<file path="config.mk">
export PLATFORM = sky130hd
export DESIGN_NAME = dmem_arbiter_flat
export DESIGN_NICKNAME = d
export VERILOG_FILES = /design/src/rtl/dmem_arbiter_pkg.sv /design/src/rtl/dmem_arbiter_if.sv /design/src/rtl/dmem_arbiter_read_return.sv /design/src/rtl/dmem_arbiter.sv /design/src/flat_wrapper.sv
export SDC_FILE = /design/constraint.sdc
export NUM_CORES = 1
export LEC_CHECK = 0
export BUFFER_PORTS_ARGS = -buffer_cell sky130_fd_sc_hd__buf_2
export CAP_MARGIN = 20
export CELL_PAD_IN_SITES_DETAIL_PLACEMENT = 0
export CELL_PAD_IN_SITES_GLOBAL_PLACEMENT = 1
export CORE_MARGIN = 4
export CORE_UTILIZATION = 32
export DETAILED_ROUTE_END_ITERATION = 7
export GPL_ROUTABILITY_DRIVEN = 0
export PLACE_DENSITY_LB_ADDON = 0.1
export RECOVER_POWER = 50
export SLEW_MARGIN = 15
export SYNTH_ARGS = -nofsm -noshare
export SYNTH_HDL_FRONTEND = slang
export SYNTH_SLANG_ARGS = --single-unit
</file>
<file path="constraint.sdc">
create_clock -name clk -period 6 [get_ports clk]
set_input_delay 0 -clock clk [delete_from_list [all_inputs] [get_ports clk]]
set_output_delay 0 -clock clk [all_outputs]
set_load 0.05 [all_outputs]
</file>
<file path="src/rtl/dmem_arbiter_pkg.sv">
// Shared types and sizing for the data-memory arbiter: FSM state, owner tag,
// the lane-vector type and the burst address helper.
package mem_arb_pkg;
  localparam int VEC_SIZE  = 4;
  localparam int REG_SIZE  = 16;
  localparam int DATA_SIZE = 8;
  localparam int MAX_WAIT  = 8;
  localparam int BURST_W   = 8;

  typedef logic [VEC_SIZE-1:0][DATA_SIZE-1:0] lanes_t;

  typedef enum logic [1:0] {ST_IDLE, ST_HOST, ST_DONE} state_e;
  typedef enum logic [1:0] {OWN_NONE, OWN_PIPE, OWN_HOST} owner_e;

  // Beat address wraps modulo 2^REG_SIZE.
  function automatic logic [REG_SIZE-1:0] beat_addr(input logic [REG_SIZE-1:0] base,
                                                   input logic [BURST_W-1:0]  idx);
    return base + REG_SIZE'(32'(idx) * 32'(VEC_SIZE));
  endfunction
endpackage

</file>
<file path="src/rtl/dmem_arbiter_if.sv">
// Pipeline, host and memory-port signals of the arbiter. The slave modport is
// the arbiter's view; master is the surrounding environment.
interface dmem_arbiter_if;
  import mem_arb_pkg::*;

  logic                pipe_req, pipe_we, pipe_stall, pipe_rvalid;
  logic [REG_SIZE-1:0] pipe_addr;
  lanes_t              pipe_wdata, pipe_rdata;

  logic                host_req, host_we, host_beat, host_rvalid, host_done;
  logic [REG_SIZE-1:0] host_addr;
  logic [BURST_W-1:0]  host_len;
  lanes_t              host_wdata, host_rdata;

  logic                mem_we;
  logic [REG_SIZE-1:0] mem_addr;
  lanes_t              mem_wdata, mem_rdata;

  modport slave (
    input  pipe_req, pipe_we, pipe_addr, pipe_wdata,
    input  host_req, host_we, host_addr, host_len, host_wdata, mem_rdata,
    output pipe_stall, pipe_rvalid, pipe_rdata,
    output host_beat, host_rvalid, host_rdata, host_done,
    output mem_we, mem_addr, mem_wdata
  );

  modport master (
    output pipe_req, pipe_we, pipe_addr, pipe_wdata,
    output host_req, host_we, host_addr, host_len, host_wdata, mem_rdata,
    input  pipe_stall, pipe_rvalid, pipe_rdata,
    input  host_beat, host_rvalid, host_rdata, host_done,
    input  mem_we, mem_addr, mem_wdata
  );
endinterface

</file>
<file path="src/rtl/dmem_arbiter_read_return.sv">
// Remembers who owned the port last cycle and whether it read, then steers
// mem_rdata back to that requester.
module arb_read_return
  import mem_arb_pkg::*;
(
  input  logic   clk,
  input  logic   reset,
  input  owner_e owner_i,
  input  logic   rd_i,
  input  lanes_t mem_rdata_i,
  output logic   pipe_rvalid_o,
  output lanes_t pipe_rdata_o,
  output logic   host_rvalid_o,
  output lanes_t host_rdata_o
);
  owner_e tag_q;
  logic   rd_q;

  always_ff @(posedge clk) begin
    if (reset) begin
      tag_q <= OWN_NONE;
      rd_q  <= 1'b0;
    end else begin
      tag_q <= owner_i;
      rd_q  <= rd_i;
    end
  end

  // Gated by reset so a read issued just before reset never returns.
  assign pipe_rvalid_o = !reset && rd_q && (tag_q == OWN_PIPE);
  assign host_rvalid_o = !reset && rd_q && (tag_q == OWN_HOST);
  assign pipe_rdata_o  = pipe_rvalid_o ? mem_rdata_i : '0;
  assign host_rdata_o  = host_rvalid_o ? mem_rdata_i : '0;
endmodule

</file>
<file path="src/rtl/dmem_arbiter.sv">
// Single-port data-memory arbiter: zero-latency pipeline pass-through, host
// bursts with a starvation-bounding wait counter, one-cycle read return.
module dmem_arbiter
  import mem_arb_pkg::*;
(
  input  logic         clk,
  input  logic         reset,
  dmem_arbiter_if.slave bus
);
  localparam int WAIT_W = $clog2(MAX_WAIT + 1);

  state_e              state_q, state_d;
  logic [WAIT_W-1:0]   wait_q, wait_d;
  logic [BURST_W-1:0]  beat_q, beat_d, len_q, len_d;
  logic [REG_SIZE-1:0] base_q, base_d, addr_q, addr_d;
  logic                we_q, we_d;

  logic                force_grant, pipe_grant, host_start, host_act, last_beat;
  logic                mem_we_c, rd_c;
  logic [REG_SIZE-1:0] mem_addr_c;
  lanes_t              mem_wdata_c;
  owner_e              owner_c;

  assign force_grant = bus.host_req && (wait_q == WAIT_W'(MAX_WAIT));
  assign pipe_grant  = !reset && bus.pipe_req &&
                       ((state_q == ST_IDLE && !force_grant) || state_q == ST_DONE);
  assign host_start  = !reset && state_q == ST_IDLE && bus.host_req &&
                       (!bus.pipe_req || force_grant);
  assign host_act    = !reset && state_q == ST_HOST;
  assign last_beat   = beat_q == len_q - BURST_W'(1);

  always_comb begin
    state_d = state_q;
    beat_d  = beat_q;
    base_d  = base_q;
    len_d   = len_q;
    we_d    = we_q;
    case (state_q)
      ST_IDLE: if (host_start) begin
        base_d  = bus.host_addr;
        len_d   = bus.host_len;
        we_d    = bus.host_we;
        beat_d  = '0;
        state_d = (bus.host_len == '0) ? ST_DONE : ST_HOST;
      end
      ST_HOST: begin
        beat_d = beat_q + BURST_W'(1);
        if (last_beat) state_d = ST_DONE;
      end
      ST_DONE: state_d = ST_IDLE;
      default: state_d = ST_IDLE;
    endcase

    // Counts only while the host is actually waiting; a running burst ignores host_req.
    if (bus.host_req && !host_start && state_q != ST_HOST)
      wait_d = (wait_q == WAIT_W'(MAX_WAIT)) ? wait_q : wait_q + WAIT_W'(1);
    else
      wait_d = '0;
  end

  always_comb begin
    mem_we_c    = 1'b0;
    mem_addr_c  = reset ? '0 : addr_q;
    mem_wdata_c = '0;
    owner_c     = OWN_NONE;
    rd_c        = 1'b0;
    if (pipe_grant) begin
      mem_we_c    = bus.pipe_we;
      mem_addr_c  = bus.pipe_addr;
      mem_wdata_c = bus.pipe_we ? bus.pipe_wdata : '0;
      owner_c     = OWN_PIPE;
      rd_c        = !bus.pipe_we;
    end else if (host_act) begin
      mem_we_c    = we_q;
      mem_addr_c  = beat_addr(base_q, beat_q);
      mem_wdata_c = we_q ? bus.host_wdata : '0;
      owner_c     = OWN_HOST;
      rd_c        = !we_q;
    end
    addr_d = mem_addr_c;
  end

  always_ff @(posedge clk) begin
    if (reset) begin
      state_q <= ST_IDLE;
      wait_q  <= '0;
      beat_q  <= '0;
      len_q   <= '0;
      base_q  <= '0;
      we_q    <= 1'b0;
      addr_q  <= '0;
    end else begin
      state_q <= state_d;
      wait_q  <= wait_d;
      beat_q  <= beat_d;
      len_q   <= len_d;
      base_q  <= base_d;
      we_q    <= we_d;
      addr_q  <= addr_d;
    end
  end

  assign bus.mem_we     = mem_we_c;
  assign bus.mem_addr   = mem_addr_c;
  assign bus.mem_wdata  = mem_wdata_c;
  assign bus.pipe_stall = !reset && bus.pipe_req && !pipe_grant;
  assign bus.host_beat  = host_act;
  assign bus.host_done  = !reset && state_q == ST_DONE;

  arb_read_return u_rr (
    .clk          (clk),
    .reset        (reset),
    .owner_i      (owner_c),
    .rd_i         (rd_c),
    .mem_rdata_i  (bus.mem_rdata),
    .pipe_rvalid_o(bus.pipe_rvalid),
    .pipe_rdata_o (bus.pipe_rdata),
    .host_rvalid_o(bus.host_rvalid),
    .host_rdata_o (bus.host_rdata)
  );
endmodule
</file>
<file path="src/flat_wrapper.sv">
// flat-port wrapper written by rule: the top's interface ports become plain ports
module dmem_arbiter_flat import mem_arb_pkg::*;
  (clk, reset, bus_pipe_req, bus_pipe_we, bus_pipe_addr, bus_pipe_wdata, bus_host_req, bus_host_we, bus_host_addr, bus_host_len, bus_host_wdata, bus_mem_rdata, bus_pipe_stall, bus_pipe_rvalid, bus_pipe_rdata, bus_host_beat, bus_host_rvalid, bus_host_rdata, bus_host_done, bus_mem_we, bus_mem_addr, bus_mem_wdata);
  dmem_arbiter_if bus_i ();
  input  logic clk;
  input  logic reset;
  input wire logic [$bits(bus_i.pipe_req)-1:0] bus_pipe_req;
  input wire logic [$bits(bus_i.pipe_we)-1:0] bus_pipe_we;
  input wire logic [$bits(bus_i.pipe_addr)-1:0] bus_pipe_addr;
  input wire logic [$bits(bus_i.pipe_wdata)-1:0] bus_pipe_wdata;
  input wire logic [$bits(bus_i.host_req)-1:0] bus_host_req;
  input wire logic [$bits(bus_i.host_we)-1:0] bus_host_we;
  input wire logic [$bits(bus_i.host_addr)-1:0] bus_host_addr;
  input wire logic [$bits(bus_i.host_len)-1:0] bus_host_len;
  input wire logic [$bits(bus_i.host_wdata)-1:0] bus_host_wdata;
  input wire logic [$bits(bus_i.mem_rdata)-1:0] bus_mem_rdata;
  output wire logic [$bits(bus_i.pipe_stall)-1:0] bus_pipe_stall;
  output wire logic [$bits(bus_i.pipe_rvalid)-1:0] bus_pipe_rvalid;
  output wire logic [$bits(bus_i.pipe_rdata)-1:0] bus_pipe_rdata;
  output wire logic [$bits(bus_i.host_beat)-1:0] bus_host_beat;
  output wire logic [$bits(bus_i.host_rvalid)-1:0] bus_host_rvalid;
  output wire logic [$bits(bus_i.host_rdata)-1:0] bus_host_rdata;
  output wire logic [$bits(bus_i.host_done)-1:0] bus_host_done;
  output wire logic [$bits(bus_i.mem_we)-1:0] bus_mem_we;
  output wire logic [$bits(bus_i.mem_addr)-1:0] bus_mem_addr;
  output wire logic [$bits(bus_i.mem_wdata)-1:0] bus_mem_wdata;
  assign bus_i.pipe_req = bus_pipe_req;
  assign bus_i.pipe_we = bus_pipe_we;
  assign bus_i.pipe_addr = bus_pipe_addr;
  assign bus_i.pipe_wdata = bus_pipe_wdata;
  assign bus_i.host_req = bus_host_req;
  assign bus_i.host_we = bus_host_we;
  assign bus_i.host_addr = bus_host_addr;
  assign bus_i.host_len = bus_host_len;
  assign bus_i.host_wdata = bus_host_wdata;
  assign bus_i.mem_rdata = bus_mem_rdata;
  assign bus_pipe_stall = bus_i.pipe_stall;
  assign bus_pipe_rvalid = bus_i.pipe_rvalid;
  assign bus_pipe_rdata = bus_i.pipe_rdata;
  assign bus_host_beat = bus_i.host_beat;
  assign bus_host_rvalid = bus_i.host_rvalid;
  assign bus_host_rdata = bus_i.host_rdata;
  assign bus_host_done = bus_i.host_done;
  assign bus_mem_we = bus_i.mem_we;
  assign bus_mem_addr = bus_i.mem_addr;
  assign bus_mem_wdata = bus_i.mem_wdata;
  dmem_arbiter u_core (.clk(clk), .reset(reset), .bus(bus_i));
endmodule
</file>
==> reports/qor.yml, run 1 <==
run_status: "complete, no violations"
ioPinCount: 260
die_w_um: 121
cp_cell_sequence: "inv_1, ha_1, and3b_1, a211oi_1, clkbuf_1, and2_1, buf_8, a22o_1, buf_2"
startpoint_type: "flip-flop"
syn_area_per_cell_um2: 7.67
htree_levels: 3
avgRoutedWirePerCell_um: 16.7
critPathCaptureType: "output pin"
finClkSkew_ns: 0.00371
crit_start: "u_core.wait_q[0]"
core_um2: 12600
ant_nets: 0
drc_errors: 0
p_int_uw: 998
drt_pre_antenna_iters: 4
fin_nets: 964
finalSetupViolations: 0
worstSkewPairLatency_ns: 0.32
rsz0062_at_grt: "false"
r2r_end: "u_core.beat_q[2]"
cts.clk_slew.worst_paths_ns: 0.05
cp_max_fo: 26
fin_cells: 986
cts_root_buffer: "clkbuf_16"
ir_worst_vdd_uv: 155
hold_depth: 3
area_growth_pct: 46.9
n_antenna_cell: 0
hold_viol_final: 0
grt_pass1_wl_um: 24400
p_comb_frac: 0.305
layout_commonest_cell: "buf_2"
gr-total-overflow: 0
clock.fmax_mhz: 303
grt_pass1_vias: 4498
timing.slew.headroom: 0.105
crit_required_ns: 6.00
ys_seq_area_frac: 0.282
post-cts-setup-buffer-count: 0
grt_usage: 0.208
syn_area_um2: 4120
cts_resized: 0
cp_slowest_cell: "clkbuf_1"
yosys_warnings: 0
hp-class: "input port to flip-flop"
hp-start: "bus_pipe_addr[6]"
dpl.hpwl_um: 12700
powerDensity_nw_per_um2: 249
place_inst: 934
seq_power_share: 0.295
min_period_over_period: 0.550
final.setup.tns_ns: 0
antenna_found_initial: 2
min_to: "u_core.addr_q[6]"
design_area_um2: 6050
drive_gt1_frac: 0.274
fillCellCount: 1347
r2r-start: "u_core.wait_q[0]"
p_sw_uw: 510
row_count: 41
ys.flop_type: "dfxtp_1"
drv_cap: 0
synthCells: 537
avgViaCountPerCell: 5.00
tightest_slew_ns: 1.33
drt-initial-drc-count: 254
initial_core_util: 0.326
slowest_delay_ns: 0.68
drv_slew: 0
cts_tree: "done"
numCtsBuffers: 9
arrival_ns: 3.30
switching_share: 0.338
ys_types: 63
synth_fp_nets: 692
routed_wl_um: 16500
vias: 4929
synth_edf_count: 0
grt_max_degree: 67
p_clk_frac: 0.400
synth_seq_cells: 58
ff2ff_setup_slack_ns: 3.13
die_h_um: 121
rr_worst_depth: 8
layout_common_cells: "buf_2 (192), nand2_1 (70), clkbuf_1 (70)"
async_flop_share: 0
cts.sinks: 58
crit_type: "flip-flop to output pin"
place_area_um2: 5460
fin_crit_ns: 3.30
portBuffers: 259
cts_buffer_depth: 2
die_area_um2: 14800
p_leak_nw: 2.71
## worst max-delay path, delay by kind of cell, from the launching register on
family	cells	cell delay, ns
fa+ha+maj	1	0.23
compound gates	2	0.42
buf+inv	4	1.27
simple gates	2	0.70
flops	1	0.35
## repair_timing
action,in CTS,in global routing
hold buffers,34,0
setup endpoints to repair,0,0
endpoints found under the hold margin,34,0
## synth_stat cells (all sizes together), types with 11 or more instances
| master | count | area share |
|---|---|---|
| ha | 12 | 0.036 |
| dfxtp | 58 | 0.28 |
| nand3 | 14 | 0.017 |
| a21oi | 48 | 0.062 |
| nor3 | 11 | 0.013 |
| nor2 | 34 | 0.031 |
| buf | 19 | 0.030 |
| a31oi | 15 | 0.023 |
| a22o | 34 | 0.072 |
| inv | 11 | 0.010 |
| and2 | 66 | 0.10 |
| nand2 | 70 | 0.064 |
| clkbuf | 18 | 0.016 |
| o21ai | 25 | 0.031 |
## layer usage
metal	vias to the layer above	track usage	share of wire
met2	188	0.369	0.49
met4	4	0.0469	0.012
met1	2254	0.249	0.41
li1	2462	-	-
met3	21	0.0592	0.082
met5	-	0	0.0024
## worst max-delay path by stage
stage | end | slack [ns]
6_report | bus_mem_wdata[7] | 2.70
2_1_floorplan | bus_mem_addr[14] | 3.22
3_3_place_gp | bus_mem_wdata[12] | 3.24
3_5_place_dp | bus_mem_wdata[14] | 3.13
5_1_grt | bus_mem_wdata[14] | 2.46
4_1_cts | bus_mem_wdata[5] | 2.77
## metrics by stage
stage / setup WS (ns) / power, mW / hold WS, ns / utilization
finish: 2.70 / 1.51 / 0.0173 / 0.480
floorplan: 3.22 / 0.775 / 0.122 / -
CTS: 2.77 / 1.53 / 0.00256 / 0.488
detailed placement: 3.13 / 0.905 / 0.227 / 0.433
global placement: 3.24 / 0.900 / 0.212 / 0.433
global route: 2.46 / 1.58 / 0.0341 / 0.480
## logic make-up (layout without fill, tap and decap cells)
family	count (synthesis)	after routing	share of synthesized area
compound gates	165	165	0.280
xor+xnor	13	13	0.0276
fa+ha+maj	13	13	0.0413
buf+inv	48	325	0.0562
flops	58	58	0.282
simple gates	240	240	0.313
## sequential cells by signal, indices dropped and copies added, names as in the netlist
| name | count |
|---|---|
| u_core.addr_q | 16 |
| u_core.base_q | 16 |
| u_core.beat_q | 8 |
| u_core.len_q | 8 |
| u_core.state_q | 2 |
| u_core.u_rr.rd_q | 1 |
| u_core.u_rr.tag_q | 2 |
| u_core.wait_q | 4 |
| u_core.we_q | 1 |
## power groups by stage
stage               Sequential (mW)  Clock, mW  Combinational (mW)
floorplan                     0.441          0               0.335
finish                        0.444      0.604               0.460
global route                  0.448      0.632               0.501
CTS                           0.446      0.618               0.470
detailed placement            0.454          0               0.451
global placement              0.453          0               0.447
## cell type report
type                    count  area [um^2]  area share
multi-input cells         431         2680       0.443
repair buffers            298         1600       0.264
flip-flops and latches     58         1160       0.192
clock buffers              12          256      0.0424
well taps                 172          215      0.0356
clock inverters             4         97.6      0.0161
inverters                  11         41.3     0.00682
(Power assumes the default switching activity.)
==> inputs of run 2 (changes only) <==
--- a/config.mk
+++ b/config.mk
@@ -10,7 +10,7 @@
 export CELL_PAD_IN_SITES_DETAIL_PLACEMENT = 0
 export CELL_PAD_IN_SITES_GLOBAL_PLACEMENT = 1
 export CORE_MARGIN = 4
-export CORE_UTILIZATION = 32
+export CORE_UTILIZATION = 29
 export DETAILED_ROUTE_END_ITERATION = 7
 export GPL_ROUTABILITY_DRIVEN = 0
 export PLACE_DENSITY_LB_ADDON = 0.1
==> constraint.sdc (replaced) <==
create_clock -name clk -period 3.3 [get_ports clk]
set_input_delay 0 -clock clk [delete_from_list [all_inputs] [get_ports clk]]
set_output_delay 0 -clock clk [all_outputs]
set_load 0.05 [all_outputs]
==> run 2 against run 1 <==
  * Non-clock buffer count up 4
  * Clock skew up 0.0035 ns
  * Worst hold slack better by 0.0091 ns
  * Combinational power up 83%
==> reports/qor.yml, run 2 (synthesized netlist as in run 1, its figures left out) <==
run_status: "complete, no violations"
routed_wl_um: 15700
largestRegisters: "u_core.addr_q x16, u_core.base_q x16"
antenna_found_initial: 1
drt-initial-drc-count: 187
register_area_um2: 1160
ant_nets: 0
cts_tree: "done"
crit_type: "flip-flop to output pin"
dpl.hpwl_um: 12100
worstSkewPairLatency_ns: 0.33
powerDensity_nw_per_um2: 428
cts_root_buffer: "clkbuf_16"
fin_crit_ns: 2.84
vias: 4899
finClkSkew_ns: 0.00723
drv_slew: 0
p_leak_nw: 2.72
min_period_over_period: 0.859
tightest_slew_ns: 1.05
avgRoutedWirePerCell_um: 15.7
gr-total-overflow: 0
htree_levels: 3
drt_pre_antenna_iters: 4
numCtsBuffers: 9
final_util: 0.437
post-cts-setup-buffer-count: 0
layout_commonest_cell: "buf_2"
crit_required_ns: 3.30
fillCellCount: 1466
critPathCaptureType: "output pin"
n_antenna_cell: 0
timing.hold.ws_ns: 0.0264
grt_pass1_wl_um: 24500
cts.clk_slew.worst_paths_ns: 0.05
layout_common_cells: "buf_2 (192), nand2_1 (70), clkbuf_1 (70)"
ioPinCount: 260
cts_buffer_depth: 2
layout_setup_ws_ns: 0.465
ir_worst_vdd_uv: 270
fin_nets: 968
hold_viol_final: 0
clock.fmax_mhz: 353
die_area_um2: 16200
drive_gt1_frac: 0.279
grt_max_degree: 34
rsz0062_at_grt: "false"
cts.sinks: 58
die_h_um: 127
area_growth_pct: 47.1
die_w_um: 127
final.setup.tns_ns: 0
drv_cap: 0
arrival_ns: 2.84
timing.slew.headroom: 0.298
startpoint_type: "flip-flop"
portBuffers: 259
hp-class: "input port to flip-flop"
avgViaCountPerCell: 4.91
drc_errors: 0
row_count: 43
finalSetupViolations: 0
cp_max_fo: 6
dp_slack_ns: 0.815
grt_pass1_vias: 4701
grt_usage: 0.187
initial_core_util: 0.297
core_um2: 13900
multi_input_area_um2: 2710
-- run 2: worst paths after layout --
path,from,endpoint,slack (ns),cells past startpoint
min,reset,u_core.base_q[8],0.03,2
min reg2reg,u_core.base_q[1],u_core.base_q[1],0.46,2
max reg2reg,u_core.wait_q[0],u_core.base_q[10],0.53,7
max,u_core.beat_q[0],bus_mem_addr[12],0.46,8
-- run 2: final cells by class --
cell class	count	share of cell area
clock buffer	14	0.0436
inverter	11	0.00681
timing repair buffer	302	0.268
tap	180	0.0372
multi-input combinational	431	0.447
sequential	58	0.192
clock inverter	2	0.00578
-- run 2: report_power, final --
part	switching [mW]	internal, mW
Combinational	0.557	0.284
Clock	0.318	0.624
Sequential	0.0495	0.761
-- run 2: stage by stage --
stage	power, mW	std cells	area (um^2)
floorplan	1.41	537	4120
global placement	1.64	946	5500
detailed placement	1.64	946	5500
CTS	2.63	998	6160
global route	2.74	998	6060
finish	2.59	998	6060
-- run 2: critical path, cell delays in order (launching register included) --
cell and delay [ns]:
dfxtp_1 0.37, ha_1 0.23, fa_1 0.44, a211oi_1 0.38, o21ai_1 0.17, a21oi_1 0.27
o21ai_0 0.17, a31oi_1 0.18, buf_2 0.29
-- run 2: what timing repair did --
action                                  in CTS  in global routing
endpoints found under the setup margin       0                  0
endpoints found under the hold margin       36                  0
gates resized for setup                      0                  0
hold buffers                                36                  0
-- run 2: per-layer routing --
metal	vias up	GRT usage	part of all wire
met5	-	0	0.00070
li1	2475	-	-
met3	24	0.0502	0.076
met2	179	0.337	0.50
met4	2	0.0454	0.016
met1	2219	0.220	0.41
==> inputs of run 3 (changes only) <==
--- a/config.mk
+++ b/config.mk
@@ -6,7 +6,6 @@
 export NUM_CORES = 1
 export LEC_CHECK = 0
 export BUFFER_PORTS_ARGS = -buffer_cell sky130_fd_sc_hd__buf_2
-export CAP_MARGIN = 20
 export CELL_PAD_IN_SITES_DETAIL_PLACEMENT = 0
 export CELL_PAD_IN_SITES_GLOBAL_PLACEMENT = 1
 export CORE_MARGIN = 4
==> constraint.sdc (replaced) <==
create_clock -name clk -period 3.2 [get_ports clk]
set_input_delay 0 -clock clk [delete_from_list [all_inputs] [get_ports clk]]
set_output_delay 0 -clock clk [all_outputs]
set_load 0.05 [all_outputs]
==> run 3 against run 2 <==
  * First-iteration DRC count grew 21%
  * Flip-flop and latch count unchanged
  * Sequential power is 3.0% higher
  * Combinational power grew 2.7%
  * Critical path depth fell by 1
  * Core utilization about the same
  * Non-clock buffer count did not move
  * Largest power group unchanged
==> reports/qor.yml, run 3 (synthesized netlist as in run 1, its figures left out) <==
run_status: "complete, no violations"
critPathCaptureType: "output pin"
largestRegisters: "u_core.addr_q x16, u_core.base_q x16"
grt_pass1_vias: 4633
rsz0062_at_grt: "false"
cts_resized: 0
multi_input_area_um2: 2710
hold_buffers: 35
p_leak_nw: 2.72
p_comb_frac: 0.323
drt-initial-drc-count: 227
n_antenna_cell: 0
hold_viol_final: 0
avgRoutedWirePerCell_um: 15.7
seq_power_share: 0.312
grt_max_degree: 38
die_h_um: 127
finalSetupViolations: 0
drive_gt1_frac: 0.281
clock.fmax_mhz: 340
layout_commonest_cell: "buf_2"
rr_worst_depth: 7
worstSkewPairLatency_ns: 0.33
fin_crit_ns: 2.94
ff2ff_setup_slack_ns: 0.88
die_area_um2: 16200
grt_usage: 0.183
ioPinCount: 260
finalPower_mw: 2.67
timing.slew.headroom: 0.405
min_period_over_period: 0.919
startpoint_type: "flip-flop"
fin_nets: 968
area_growth_pct: 47.0
r2r-start: "u_core.wait_q[0]"
portBuffers: 259
drv_slew: 0
dpl.hpwl_um: 12300
p_clk_frac: 0.364
antenna_found_initial: 0
crit_required_ns: 3.20
initial_core_util: 0.297
grt_pass1_wl_um: 24000
hp-class: "input port to flip-flop"
powerDensity_nw_per_um2: 441
ant_nets: 0
cts_root_buffer: "clkbuf_16"
post-cts-setup-buffer-count: 0
die_w_um: 127
layout_common_cells: "buf_2 (192), nand2_1 (70), clkbuf_1 (68)"
crit_start: "u_core.state_q[0]"
finClkSkew_ns: 0.00850
drt_pre_antenna_iters: 4
cp_max_fo: 33
cts_tree: "done"
routed_wl_um: 15700
cts_buffer_depth: 2
drv_cap: 0
row_count: 43
htree_levels: 3
p_sw_uw: 958
avgViaCountPerCell: 4.92
cp-endpoint: "bus_mem_wdata[16]"
numCtsBuffers: 9
final.setup.tns_ns: 0
cts.clk_slew.worst_paths_ns: 0.05
vias: 4907
cts.sinks: 58
crit_type: "flip-flop to output pin"
drc_errors: 0
arrival_ns: 2.94
register_area_um2: 1160
switching_share: 0.359
fillCellCount: 1470
p_int_mw: 1.71
ir_worst_vdd_uv: 303
gr-total-overflow: 0
timing.hold.ws_ns: 0.0390
r2r_end: "u_core.beat_q[2]"
core_um2: 13900
tightest_slew_ns: 0.892
run 3: cell count changes in the layout (fill, tap and decap cells not counted), sizes merged:
cell	previous run	this run
dlygate4sd3	36	35
clkinv	1	3
clkinvlp	0	1
clkbuf	81	79
run 3: cell type report:
| type | count | share of cell area |
|---|---|---|
| multi-input combinational | 431 | 0.447 |
| timing repair buffer | 302 | 0.267 |
| sequential | 58 | 0.192 |
| clock buffer | 11 | 0.0417 |
| tap | 180 | 0.0372 |
| clock inverter | 5 | 0.00867 |
| inverter | 11 | 0.00682 |
run 3: worst max-delay path: stages, from the launching register on:
cell	delay [ns]
dfxtp_1	0.55
and2b_1	0.78
nand2b_2	0.21
inv_1	0.15
and2_1	0.13
buf_4	0.31
a22o_1	0.22
buf_2	0.27
run 3: how the worst min path moves through the flow:
stage / start / end / slack, ns / depth (start not counted)
2_1_floorplan: bus_pipe_addr[0] / u_core.addr_q[0] / 0.12 / 2
3_3_place_gp: bus_pipe_addr[1] / u_core.addr_q[1] / 0.21 / 3
3_5_place_dp: bus_pipe_addr[2] / u_core.addr_q[2] / 0.22 / 3
4_1_cts: bus_pipe_addr[9] / u_core.addr_q[9] / 0.03 / 3
5_1_grt: bus_pipe_addr[9] / u_core.addr_q[9] / 0.06 / 3
6_report: bus_pipe_addr[9] / u_core.addr_q[9] / 0.04 / 3
run 3: metrics by stage:
stage,util,setup slack [ns],cell area [um^2],std cells
after floorplan,-,0.424,4120,537
after global placement,0.397,0.655,5510,947
after detailed placement,0.397,0.627,5510,947
after CTS,0.444,0.272,6170,998
after global routing,0.436,0.0406,6060,998
final,0.436,0.260,6060,998
run 3: metal layers:
metal  global-route usage  routed length (um)
met3               0.0276                 971
met2                0.338                7870
met1                0.213                6560
met4               0.0688                 286
met5                    0                   0
run 3: power groups by stage:
stage / logic [mW] / registers (mW) / clock network [mW]
finish: 0.864 / 0.834 / 0.973
global route: 0.946 / 0.842 / 1.02
CTS: 0.881 / 0.836 / 1.00
detailed placement: 0.844 / 0.850 / 0
global placement: 0.839 / 0.848 / 0
floorplan: 0.628 / 0.826 / 0
